File: config.mk
export PLATFORM = sky130hd
export DESIGN_NAME = tx_egress_dispatch
export DESIGN_NICKNAME = d
export VERILOG_FILES = /design/src/rtl/tx_egress_dispatch.sv
export SDC_FILE = /design/constraint.sdc
export NUM_CORES = 1
export LEC_CHECK = 0
export BUFFER_PORTS_ARGS = -buffer_cell sky130_fd_sc_hd__buf_2
export CAP_MARGIN = 25
export CORE_AREA = 2 2 119 121
export DETAILED_ROUTE_END_ITERATION = 10
export DIE_AREA = 0 0 121 123
export HOLD_SLACK_MARGIN = 0.08
export PLACE_DENSITY = 0.66
export SETUP_SLACK_MARGIN = 0.1
export SLEW_MARGIN = 5
export SYNTH_ARGS = -nofsm -noshare
export SYNTH_HDL_FRONTEND = slang
export SYNTH_SLANG_ARGS = --single-unit
File: constraint.sdc
create_clock -name i_clk -period 2.3 [get_ports i_clk]
set_input_delay 0.115 -clock i_clk [delete_from_list [all_inputs] [get_ports i_clk]]
set_output_delay 0.115 -clock i_clk [all_outputs]
set_load 0.005 [all_outputs]
File: src/rtl/tx_egress_dispatch.sv
// -----------------------------------------------------------------------------
// tx_egress_dispatch
//
// Purpose:
//   Takes the switched egress data stream and its per-frame metadata from the
//   switch core. It replicates each frame onto the per-port transmit buses
//   chosen by the destination bitmap, ANDed with port link status. Multicast
//   uses a lossless per-beat fork: each port takes a beat exactly once, and
//   the input beat retires only when every selected port has taken it.
//   A frame is consumed and counted as dropped when it is flagged for discard
//   or when it has no live destination.
//
// Handshake rule (all AXI-stream style interfaces in this block):
//   A transfer happens on a rising clock edge where valid and ready are both 1.
//   A valid, once raised, holds its data stable until that transfer.
//   No valid output depends combinationally on the ready of the same port.
//
// Ports:
//   i_clk, i_rst                 clock, asynchronous active-high reset
//   i_egress_axi_data*           input frame stream; the data MSB is crcerr
//   o_egress_axi_data_ready      backpressure to the core
//   i_egress_metadata*           per-frame metadata: [PORT_NUM-1:0] is the
//                                bitmap and the MSB is the discard flag
//   o_egress_metadata_ready      metadata accept (only in IDLE)
//   i_port_link                  per-port link status, sampled at metadata
//   o_port_axi_data*             per-port tx streams; port p occupies slice p
//   i_port_axi_data_ready        per-port ready
//   o_tx_frame_cnt               forwarded frames, saturating at 0xFFFF
//   o_drop_frame_cnt             dropped frames, saturating at 0xFFFF
//   o_dbg_state                  FSM state (0 IDLE, 1 FWD, 2 DROP)
// -----------------------------------------------------------------------------
module tx_egress_dispatch #(
    parameter int PORT_NUM            = 4,
    parameter int PORT_MNG_DATA_WIDTH = 8,
    parameter int METADATA_WIDTH      = 64,
    parameter int CROSS_DATA_WIDTH    = PORT_MNG_DATA_WIDTH * PORT_NUM
) (
    input  logic                                       i_clk,
    input  logic                                       i_rst,
    input  logic [CROSS_DATA_WIDTH:0]                  i_egress_axi_data,
    input  logic [CROSS_DATA_WIDTH/8-1:0]              i_egress_axi_data_keep,
    input  logic                                       i_egress_axi_data_valid,
    output logic                                       o_egress_axi_data_ready,
    input  logic                                       i_egress_axi_data_last,
    input  logic [METADATA_WIDTH-1:0]                  i_egress_metadata,
    input  logic                                       i_egress_metadata_valid,
    input  logic                                       i_egress_metadata_last,
    output logic                                       o_egress_metadata_ready,
    input  logic [PORT_NUM-1:0]                        i_port_link,
    output logic [PORT_NUM*(CROSS_DATA_WIDTH+1)-1:0]   o_port_axi_data,
    output logic [PORT_NUM*CROSS_DATA_WIDTH/8-1:0]     o_port_axi_data_keep,
    output logic [PORT_NUM-1:0]                        o_port_axi_data_valid,
    input  logic [PORT_NUM-1:0]                        i_port_axi_data_ready,
    output logic [PORT_NUM-1:0]                        o_port_axi_data_last,
    output logic [15:0]                                o_tx_frame_cnt,
    output logic [15:0]                                o_drop_frame_cnt,
    output logic [1:0]                                 o_dbg_state
);

    typedef enum logic [1:0] {
        S_IDLE = 2'd0,
        S_FWD  = 2'd1,
        S_DROP = 2'd2
    } state_t;

    state_t              r_state;
    logic [PORT_NUM-1:0] r_mask;
    logic [PORT_NUM-1:0] r_taken;
    logic [15:0]         r_tx_frame_cnt;
    logic [15:0]         r_drop_frame_cnt;

    logic                w_meta_hs;
    logic                w_in_hs;
    logic [PORT_NUM-1:0] w_port_hs;
    logic [PORT_NUM-1:0] w_new_mask;
    logic                w_discard;
    logic                w_unused;

    // The metadata is single-beat, so its last flag carries no extra
    // information. The bits between the bitmap and the discard flag are not
    // used by this stage.
    assign w_unused = ^{i_egress_metadata[METADATA_WIDTH-2:PORT_NUM], i_egress_metadata_last};

    assign w_discard  = i_egress_metadata[METADATA_WIDTH-1];
    assign w_new_mask = i_egress_metadata[PORT_NUM-1:0] & i_port_link;

    always_comb begin
        o_egress_metadata_ready = (r_state == S_IDLE);
        o_egress_axi_data_ready = 1'b0;
        o_port_axi_data_valid   = '0;
        case (r_state)
            S_FWD: begin
                // A port that has already taken the current beat, or that is
                // not selected, does not block retirement of the input beat.
                o_egress_axi_data_ready = &(~r_mask | r_taken | i_port_axi_data_ready);
                o_port_axi_data_valid   = {PORT_NUM{i_egress_axi_data_valid}} & r_mask & ~r_taken;
            end
            S_DROP: begin
                o_egress_axi_data_ready = 1'b1;
            end
            default: begin
            end
        endcase
    end

    assign w_meta_hs = i_egress_metadata_valid & o_egress_metadata_ready;
    assign w_in_hs   = i_egress_axi_data_valid & o_egress_axi_data_ready;
    assign w_port_hs = o_port_axi_data_valid & i_port_axi_data_ready;

    // The payload fans out unmodified; only the valids are per port.
    assign o_port_axi_data      = {PORT_NUM{i_egress_axi_data}};
    assign o_port_axi_data_keep = {PORT_NUM{i_egress_axi_data_keep}};
    assign o_port_axi_data_last = {PORT_NUM{i_egress_axi_data_last}};

    always_ff @(posedge i_clk or posedge i_rst) begin
        if (i_rst) begin
            r_state          <= S_IDLE;
            r_mask           <= '0;
            r_taken          <= '0;
            r_tx_frame_cnt   <= '0;
            r_drop_frame_cnt <= '0;
        end else begin
            case (r_state)
                S_IDLE: begin
                    r_taken <= '0;
                    if (w_meta_hs) begin
                        // The mask is frozen here for the whole frame.
                        // Later link changes only affect the next frame.
                        r_mask <= w_new_mask;
                        if (w_discard || (w_new_mask == '0)) begin
                            r_state <= S_DROP;
                            if (r_drop_frame_cnt != 16'hFFFF)
                                r_drop_frame_cnt <= r_drop_frame_cnt + 16'd1;
                        end else begin
                            r_state <= S_FWD;
                        end
                    end
                end
                S_FWD: begin
                    if (w_in_hs) begin
                        r_taken <= '0;
                        if (i_egress_axi_data_last) begin
                            r_state <= S_IDLE;
                            if (r_tx_frame_cnt != 16'hFFFF)
                                r_tx_frame_cnt <= r_tx_frame_cnt + 16'd1;
                        end
                    end else begin
                        r_taken <= r_taken | w_port_hs;
                    end
                end
                S_DROP: begin
                    if (w_in_hs && i_egress_axi_data_last)
                        r_state <= S_IDLE;
                end
                default: r_state <= S_IDLE;
            endcase
        end
    end

    assign o_tx_frame_cnt   = r_tx_frame_cnt;
    assign o_drop_frame_cnt = r_drop_frame_cnt;
    assign o_dbg_state      = r_state;

endmodule

==> impl_results.md, run 1 <==
* Area delta synth->final at -12.2%
* IO buf count at 61
* Die Area at 0.0149 sq mm
* Reg power frac at 37.2%
* Largest net degree at the start of global routing at 43
* DRT Wirelength at 6.89 mm
* Clock power frac at 30.8%
* Initial antenna violation count at 0
* Netlist cell types at 40
* Routability cong. at 0.787
* #FFs+latches synth at 42
* Yosys warns at 0
* Setup_tns at 0 ns
* Post-synth ARST share at 100%
* Synthesized area per cell at 9.01 sq um
* Vias in the first global route at 1866
* Path type of the worst setup path: reg2reg
* P_leak at 1.35 nW
* Relative slew slack at 59.4%
* Crit-path max cell delay at 0.41 ns
* First-pass GRT wire length at 10.3 mm
* Detailed placer's ending HPWL at 5.46 mm
* Clk sink count at 42
* Top routing layer in use: met4
* Footprint of the multi-input gates at 0.00110 sq mm
* Tcrit/Tclk final at 89.1%
* Unrepaired setup endpoints after global routing: false
* Die Span X at 121 microns
* Sequential cell area at 0.00105 sq mm
* Cell count of the worst reg-to-reg path at 6
* Layout cells sized above 1 at 29.4%
* Rows at 43
* Critical Path AT at 2.21 ns
* # IOs at 307
* Startpoint type of the worst setup path: flip-flop
* Final setup fails at 0
* Max FO, Critical Path at 4
* Min-delay worst type: in2reg
* Via count at 1962
* Drt first pass iters at 4
* Hold Path Cell Cnt at 3
* Worst setup EP type: flip-flop
* Gr ovfl total at 0
* Combinational power share at 32.1%
* Core Footprint at 0.0136 sq mm
* Routed wl met3 at 597 microns
* Cell with the most instances after synthesis: buf_4
* Met1 Routed Length at 2.37 mm
* Final Hold Vio Count at 0
* Placed Area at 0.00276 sq mm
* Top_reg_cell synth: dfrtp_1
* Hold endpoint: r_mask[3]$_DFFE_PP0P_
* Ant. Diodes at 0
* R2R Path End: o_tx_frame_cnt[15]$_DFFE_PP0P_
* FF-to-FF setup slack at 0.25 ns
* Filler cells at 1466
* H-tree level count at 2
* Post-synth top cells: buf_4 (153), dfrtp_1 (42), xnor2_1 (22)
* Worst path required time at 2.47 ns
* Worst Min Path Start: i_port_link[3]
* Max Slew Vio Count at 0
* WL per Instance at 14.7 microns
* Num CTS Buffers at 5
* P per Cell Area at 896 mW/mm^2
* Nets at 409
* CP max stage cell: dfrtp_1
* DRC at 0
* Vias/cell at 4.18
* Resized cells post-CTS at 0
* CTS tree: yes
* Cells after Synth at 372
* Share of the synthesized area in the top cell type at 34.3%
* Switch Pwr at 0.886 mW
* Seq/Total Area, Yosys at 31.3%
* Mapped cell area at 0.00335 sq mm
* Initial DRC Count at 80
* Critical-path cell list: inv_1 -> ha_1 -> nand4_1 -> or2_4 -> nor4_1 -> mux2_1
* Synth area leader: buf_4
* Worst-Skew Late Latency at 0.28 ns
* RR Startpoint: o_dbg_state[1]$_DFFE_PP0P_
* Gr usage total at 8.98%
* Actual slew at the worst max-slew pin at 0.601 ns
* Fmax at 488 MHz
* Antenna Nets Post-Route at 0
* Minimum clock period at 2.05 ns
* Die height at 123 microns
* Met2 WL at 3.66 mm
* Net Count, Synth at 492
* Clock transition at path regs at 0.06 ns
* Max cap viols at 0
* Starting Density at 24.6%
* Status: complete, no violations
* P_int at 1.75 mW
* Cell area after layout at 0.00294 sq mm
* Skew final at 0.00570 ns
* Clock Path Buffers at 2
* Synth area leaders: buf_4 (34%), dfrtp_1 (31%), xnor2_1 (5.7%)
* Clk root buf: clkbuf_16
* VDD IR max at 0.000368 V
* Number of synthesized flops with an enable pin at 0
* Switch share at 33.6%
==> sequential cells by signal, summed over array words and instances, names as in the netlist <==
register and count:
r_taken 4, o_tx_frame_cnt 16, r_mask 4, o_drop_frame_cnt 16
o_dbg_state 2
==> stage by stage <==
stage / setup WS, ns / std cells / power, mW / util, % / hold slack [ns]
2_1_floorplan: 0.298 / 372 / 1.72 / - / 0.288
3_3_place_gp: 0.221 / 460 / 1.82 / 20.3 / 0.230
3_5_place_dp: 0.185 / 460 / 1.85 / 20.3 / 0.230
4_1_cts: 0.173 / 468 / 2.68 / 21.6 / 0.108
5_1_grt: 0.127 / 469 / 2.83 / 21.6 / 0.131
6_report: 0.250 / 469 / 2.64 / 21.6 / 0.112
==> placed cells by master (no fill, tap or decap), types with 4 or more instances in the layout <==
cell type  count
nor4_1         4
nand4_1       14
nand3_1       21
clkbuf_16      5
nand2_1       19
o21ai_0        6
inv_1          5
and3_1         8
xnor2_1       22
ha_1           5
and4_1         4
a21oi_1        6
o21a_1         4
buf_2         61
nor2_1        12
and2_1         4
buf_4          8
nand2b_1       4
dfrtp_1       42
nor3_1         4
==> worst max-delay path by stage <==
stage	slack, ns	to	from	depth (start not counted)
floorplan	0.30	o_tx_frame_cnt[14]$_DFFE_PP0P_	o_dbg_state[0]$_DFFE_PP0P_	7
global placement	0.22	o_tx_frame_cnt[15]$_DFFE_PP0P_	o_dbg_state[0]$_DFFE_PP0P_	6
detailed placement	0.18	o_tx_frame_cnt[15]$_DFFE_PP0P_	o_dbg_state[0]$_DFFE_PP0P_	6
CTS	0.17	o_tx_frame_cnt[15]$_DFFE_PP0P_	o_dbg_state[1]$_DFFE_PP0P_	6
global route	0.13	o_tx_frame_cnt[14]$_DFFE_PP0P_	o_dbg_state[1]$_DFFE_PP0P_	6
finish	0.25	o_tx_frame_cnt[15]$_DFFE_PP0P_	o_dbg_state[1]$_DFFE_PP0P_	6
==> critical path: cells and delay by family, from the launching register on <==
| family | cells | cell delay [ns] |
|---|---|---|
| simple gates | 3 | 0.78 |
| buf+inv | 1 | 0.09 |
| fa+ha+maj | 1 | 0.31 |
| flops | 1 | 0.41 |
| mux | 1 | 0.35 |
==> what timing repair did <==
item / CTS / global route
hold buffers: 1 / 0
buffers inserted: 0 / 1
endpoints found under the setup margin: 0 / 2
hold endpoints to repair: 42 / 0
==> routing by layer <==
layer  track usage [%]  up-vias
met5                 0        -
met4              5.01        0
met3              2.81       31
met2              16.2       77
met1              9.19      925
li1                  -      929
==> power groups by stage <==
| stage | combinational [mW] | sequential, mW | clock, mW |
|---|---|---|---|
| after floorplan | 0.755 | 0.970 | 0 |
| after global placement | 0.835 | 0.987 | 0 |
| after detailed placement | 0.861 | 0.992 | 0 |
| after CTS | 0.862 | 0.982 | 0.838 |
| after global routing | 0.958 | 1.01 | 0.864 |
| final | 0.846 | 0.980 | 0.811 |
==> final cells by class <==
cell class,count,area share (%)
well taps,180,7.65
clock inverters,1,1.02
inverters,5,0.638
clock buffers,6,4.72
repair buffers,70,12.8
multi-input cells,165,37.5
flip-flops and latches,42,35.7
==> cells by family (layout without fill, tap and decap cells) <==
group | Yosys count | after routing | share of synthesized area, %
adders and majority gates | 5 | 5 | 1.87
AOI/OAI and AO/OA | 30 | 30 | 6.87
buffers and inverters | 165 | 82 | 35.7
DFF | 42 | 42 | 31.3
xor gates and xnor gates | 24 | 24 | 6.27
and+or+nand+nor | 100 | 100 | 15.9
muxes | 6 | 6 | 1.98
Power figures use the tool's default switching activity.
==> run 2, diff against run 1 <==
CELL_PAD_IN_SITES_DETAIL_PLACEMENT = 1   (was default)
CELL_PAD_IN_SITES_GLOBAL_PLACEMENT = 2   (was default)
CORE_AREA = default   (was 2 2 119 121)
CORE_ASPECT_RATIO = 1.2   (was default)
CORE_UTILIZATION = 19   (was default)
DIE_AREA = default   (was 0 0 121 123)
PLACE_DENSITY = 0.91   (was 0.66)
==> run 2 against run 1 <==
Non-clock buffer count fell by 2; design area rose by 0.89%; worst hold slack gained 0.010 ns; fmax is 1.9% lower; wire length grew 2.6%; clock power decreased by 2.6%; combinational power grew 2.7%; cell count rose by 7.5%; via count is 1.3% higher; critical path depth unchanged; global-route usage fell by 1.1 points.
==> impl_results.md, run 2 (synthesis gave the netlist of run 1 again) <==
* P_leak at 1.34 nW
* Clk root buf: clkbuf_16
* Final Hold Vio Count at 0
* P per Cell Area at 889 mW/mm^2
* Critical-path cell list: inv_1 -> ha_1 -> nand4_1 -> or2_4 -> nor4_1 -> mux2_1
* CP max stage cell: dfrtp_1
* DRC at 0
* Ant. Diodes at 0
* Initial antenna violation count at 0
* Die Span X at 123 microns
* Critical Path AT at 2.26 ns
* Nets at 407
* Core Footprint at 0.0170 sq mm
* Vias/cell at 3.94
* H-tree level count at 2
* Crit-path max cell delay at 0.41 ns
* Startpoint type of the worst setup path: flip-flop
* Clock Path Buffers at 2
* Via count at 1988
* Fmax at 479 MHz
* Tcrit/Tclk final at 90.8%
* Worst setup EP type: flip-flop
* DRT Wirelength at 7.07 mm
* # IOs at 307
* Status: complete, no violations
* Largest net degree at the start of global routing at 43
* Final setup fails at 0
* Drt first pass iters at 5
* Footprint of the multi-input gates at 0.00110 sq mm
* Skew final at 0.00550 ns
* Crit path max-delay family: simple AND/OR/NAND/NOR gates
* Most common cell after layout, fill and taps aside: buf_2
* Die height at 148 microns
* Actual slew at the worst max-slew pin at 0.620 ns
* Rows at 52
* Minimum clock period at 2.09 ns
* Worst path required time at 2.47 ns
* Antenna Nets Post-Route at 0
* Die Area at 0.0182 sq mm
* Max Slew Vio Count at 0
* Vias in the first global route at 2151
* Num CTS Buffers at 5
* Sequential cell area at 0.00105 sq mm
* Max cap viols at 0
* Worst-Skew Late Latency at 0.28 ns
* First-pass GRT wire length at 11.2 mm
* Relative slew slack at 58.1%
* Unrepaired setup endpoints after global routing: false
* Clk sink count at 42
* Worst hold margin at 0.122 ns
* Gr ovfl total at 0
* Tot Pwr at 2.64 mW
* Commonest non-fill, non-tap cells in the layout: buf_2 (61), dfrtp_1 (42), xnor2_1 (22)
* Layout cells sized above 1 at 29.2%
* Pre-CTS WS at 0.211 ns
* Postcts setup bufs at 0
* Area delta synth->final at -11.5%
* Detailed placer's ending HPWL at 5.51 mm
* Min-delay worst type: in2reg
* Starting Density at 19.7%
* Path type of the worst setup path: reg2reg
* Initial DRC Count at 83
* Setup_tns at 0 ns
* Final setup margin at 0.211 ns
* Filler cells at 2026
* Clock transition at path regs at 0.06 ns
* CP bufs+invs at 1
* Gr usage total at 7.92%
* Dpl cells at 495
* WL per Instance at 14.0 microns
* Max FO, Critical Path at 4
* Non-Filler Instances at 504
* VDD IR max at 0.000436 V
* CTS tree: yes
* Routability cong. at 0.759
* IO buf count at 61
==> run 2: cell types whose count changed in the layout (fill, tap and decap cells not counted) <==
cell / previous run / this run
clkbuf_8: 1 / 0
clkinv_2: 0 / 2
buf_4: 8 / 6
==> run 2: worst paths after layout <==
| check | cells after the start | slack, ns | start | to |
|---|---|---|---|---|
| max reg2reg | 6 | 0.21 | o_dbg_state[1]$_DFFE_PP0P_ | o_tx_frame_cnt[15]$_DFFE_PP0P_ |
| min in group asynchronous | 4 | 0.52 | i_rst | o_drop_frame_cnt[2]$_DFFE_PP0P_ |
| max in group asynchronous | 4 | 1.40 | i_rst | r_mask[2]$_DFFE_PP0P_ |
| min | 3 | 0.12 | i_port_link[1] | r_mask[1]$_DFFE_PP0P_ |
| max | 6 | 0.21 | o_dbg_state[1]$_DFFE_PP0P_ | o_tx_frame_cnt[15]$_DFFE_PP0P_ |
| min reg2reg | 1 | 0.49 | r_taken[0]$_DFFE_PP0P_ | r_taken[0]$_DFFE_PP0P_ |
==> run 2: worst register-to-register path, cell delays in order, from the launching register on <==
cell and delay (ns):
dfrtp_1 0.41, inv_1 0.08, ha_1 0.30, nand4_1 0.19, or2_4 0.31, nor4_1 0.33
mux2_1 0.35
==> run 2: final cells by class <==
cell class,count,area share (%)
inverter,5,0.632
clock buffer,5,4.21
timing repair buffer,68,12.1
clock inverter,3,1.35
sequential,42,35.4
multi-input combinational,165,37.2
tap,216,9.10
==> run 2: repair_timing <==
| action | 4_1_cts | 5_1_grt |
|---|---|---|
| gates resized for setup | 0 | 0 |
| endpoints found under the hold margin | 42 | 0 |
| hold buffers | 1 | 0 |
==> run 2: per-layer routing <==
layer,wire (microns),up-vias,global-route usage (%)
met5,0,-,0
met4,295,0,5.06
met3,717,41,3.05
met2,3430,53,13.3
met1,2620,970,8.13
li1,-,924,-
==> run 2: through the flow <==
step,cell area [sq um],util (%)
after floorplan,3350,-
after global placement,2790,16.4
after detailed placement,2790,16.4
after CTS,2970,17.4
after global routing,2970,17.4
final,2970,17.4
==> run 2: where the power goes <==
part	switching, mW	internal [mW]
clock network	0.282	0.508
registers	0.130	0.851
logic	0.505	0.364
total	0.917	1.72
==> run 3, diff against run 2 <==
PLACE_DENSITY = 0.82   (was 0.91)
==> run 3 against run 2 <==
Clock-buffer cell count increased by 2; sequential share of layout area decreased by 0.37 points; via count decreased by 1.4%; clock power increased by 1%; first-iteration DRC count decreased by 61%; clock skew increased by 0.0024 ns; largest power group unchanged.
==> impl_results.md, run 3 (synthesis gave the netlist of run 1 again) <==
* Final setup fails at 0
* Antenna Nets Post-Route at 0
* Path type of the worst setup path: reg2reg
* Max FO, Critical Path at 4
* # IOs at 307
* Unrepaired setup endpoints after global routing: false
* Area delta synth->final at -10.5%
* Ant. Diodes at 0
* Vias in the first global route at 2154
* First-pass GRT wire length at 11.1 mm
* DRT Wirelength at 7.05 mm
* Max Slew Vio Count at 0
* Fmax at 486 MHz
* Hold Path Cell Cnt at 3
* Clk sink count at 42
* Starting Density at 19.7%
* Die Span X at 123 microns
* Switch Pwr at 0.914 mW
* Non-Filler Instances at 506
* Die height at 148 microns
* Die Area at 0.0182 sq mm
* H-tree level count at 2
* Num CTS Buffers at 5
* Tcrit/Tclk final at 89.4%
* Status: complete, no violations
* Vias/cell at 3.87
* R2R Path End: o_tx_frame_cnt[14]$_DFFE_PP0P_
* P_leak at 1.35 nW
* Tot Pwr at 2.66 mW
* Worst Min Path Start: i_egress_metadata[1]
* Clock Path Buffers at 2
* Detailed placer's ending HPWL at 5.63 mm
* Pre-CTS WS at 0.232 ns
* RR Startpoint: o_dbg_state[0]$_DFFE_PP0P_
* WL per Instance at 13.9 microns
* Commonest non-fill, non-tap cells in the layout: buf_2 (61), dfrtp_1 (42), xnor2_1 (22)
* Minimum clock period at 2.06 ns
* Clk root buf: clkbuf_16
* Layout cells sized above 1 at 29.3%
* Core Footprint at 0.0170 sq mm
* Cell area after layout at 0.00300 sq mm
* Via count at 1960
* Dpl cells at 497
* Clock power frac at 30.1%
* Relative slew slack at 52.6%
* Startpoint type of the worst setup path: flip-flop
* DRC at 0
* P_int at 1.74 mW
* IO buf count at 61
* Drt first pass iters at 4
* CTS tree: yes
* VDD IR max at 0.000407 V
* Max cap viols at 0
* Most common cell after layout, fill and taps aside: buf_2
* Worst-Skew Late Latency at 0.28 ns
* Initial antenna violation count at 0
* Setup_tns at 0 ns
* Largest net degree at the start of global routing at 27
* Hold endpoint: r_mask[1]$_DFFE_PP0P_
* Skew final at 0.00794 ns
* Combinational power share at 33.0%
* Final Hold Vio Count at 0
* Switch share at 34.4%
* Initial DRC Count at 32
* Placed Area at 0.00282 sq mm
* Rows at 52
* Worst path required time at 2.47 ns
* Critical Path AT at 2.23 ns
* Gr usage total at 7.85%
* P per Cell Area at 886 mW/mm^2
* Reg power frac at 36.9%
* Gr ovfl total at 0
* Nets at 409
* Worst setup EP type: flip-flop
* Postcts setup bufs at 0
* Cell count of the worst reg-to-reg path at 6
* FF-to-FF setup slack at 0.24 ns
* Clock transition at path regs at 0.06 ns
* Routability cong. at 0.782
* Min-delay worst type: in2reg
* Final setup margin at 0.243 ns
* Actual slew at the worst max-slew pin at 0.710 ns
## run 3: cell types whose count changed in the layout (fill, tap and decap cells not counted)
cell,change
buf_12,+1
nor4_2,+1
clkinv_2,-2
buf_4,+1
nor4_1,-1
clkbuf_1,+2
## run 3: power by group through the flow
stage	Combinational, mW	Clock, mW	Sequential [mW]
4_1_cts	0.891	0.831	0.981
2_1_floorplan	0.755	0	0.970
3_5_place_dp	0.889	0	0.993
5_1_grt	0.984	0.847	1.00
6_report	0.878	0.799	0.981
3_3_place_gp	0.856	0	0.982
## run 3: per-stage QoR
stage               hold slack [ns]  util (%)
floorplan                     0.288         -
global placement              0.230      16.6
detailed placement            0.230      16.6
CTS                           0.107      17.6
global route                  0.138      17.6
finish                        0.113      17.6
## run 3: worst max-delay path by stage
stage,slack [ns],from,end
3_5_place_dp,0.23,o_dbg_state[0]$_DFFE_PP0P_,o_tx_frame_cnt[14]$_DFFE_PP0P_
4_1_cts,0.22,o_dbg_state[0]$_DFFE_PP0P_,o_tx_frame_cnt[14]$_DFFE_PP0P_
5_1_grt,0.14,o_dbg_state[0]$_DFFE_PP0P_,o_tx_frame_cnt[14]$_DFFE_PP0P_
3_3_place_gp,0.27,o_dbg_state[0]$_DFFE_PP0P_,o_tx_frame_cnt[15]$_DFFE_PP0P_
6_report,0.24,o_dbg_state[0]$_DFFE_PP0P_,o_tx_frame_cnt[14]$_DFFE_PP0P_
2_1_floorplan,0.30,o_dbg_state[0]$_DFFE_PP0P_,o_tx_frame_cnt[14]$_DFFE_PP0P_
## run 3: final cells by class
type / count / area (sq um)
clock buffers: 7 / 133
clock inverters: 1 / 30.0
fillers: 2031 / 14000
inverters: 5 / 18.8
multi-input cells: 165 / 1110
flip-flops and latches: 42 / 1050
well taps: 216 / 270
repair buffers: 70 / 388
## run 3: critical path, cell delays in order (launching register included)
cell,delay (ns)
dfrtp_1,0.40
inv_1,0.08
ha_1,0.30
nand4_1,0.18
or2_4,0.31
nor4_1,0.32
mux2_1,0.35
## run 3: routing by layer
layer	part of all wire (%)	GRT usage [%]	wire, microns
met5	0	0	0
met2	47	13.1	3340
met3	8.6	2.24	609
met4	6.5	6.63	461
met1	37	7.95	2630
## run 3: repair_timing
action | in CTS | in global routing
endpoints found under the hold margin | 16 | 0
setup endpoints to repair | 0 | 1
gates resized for setup | 0 | 1
hold buffers | 1 | 0
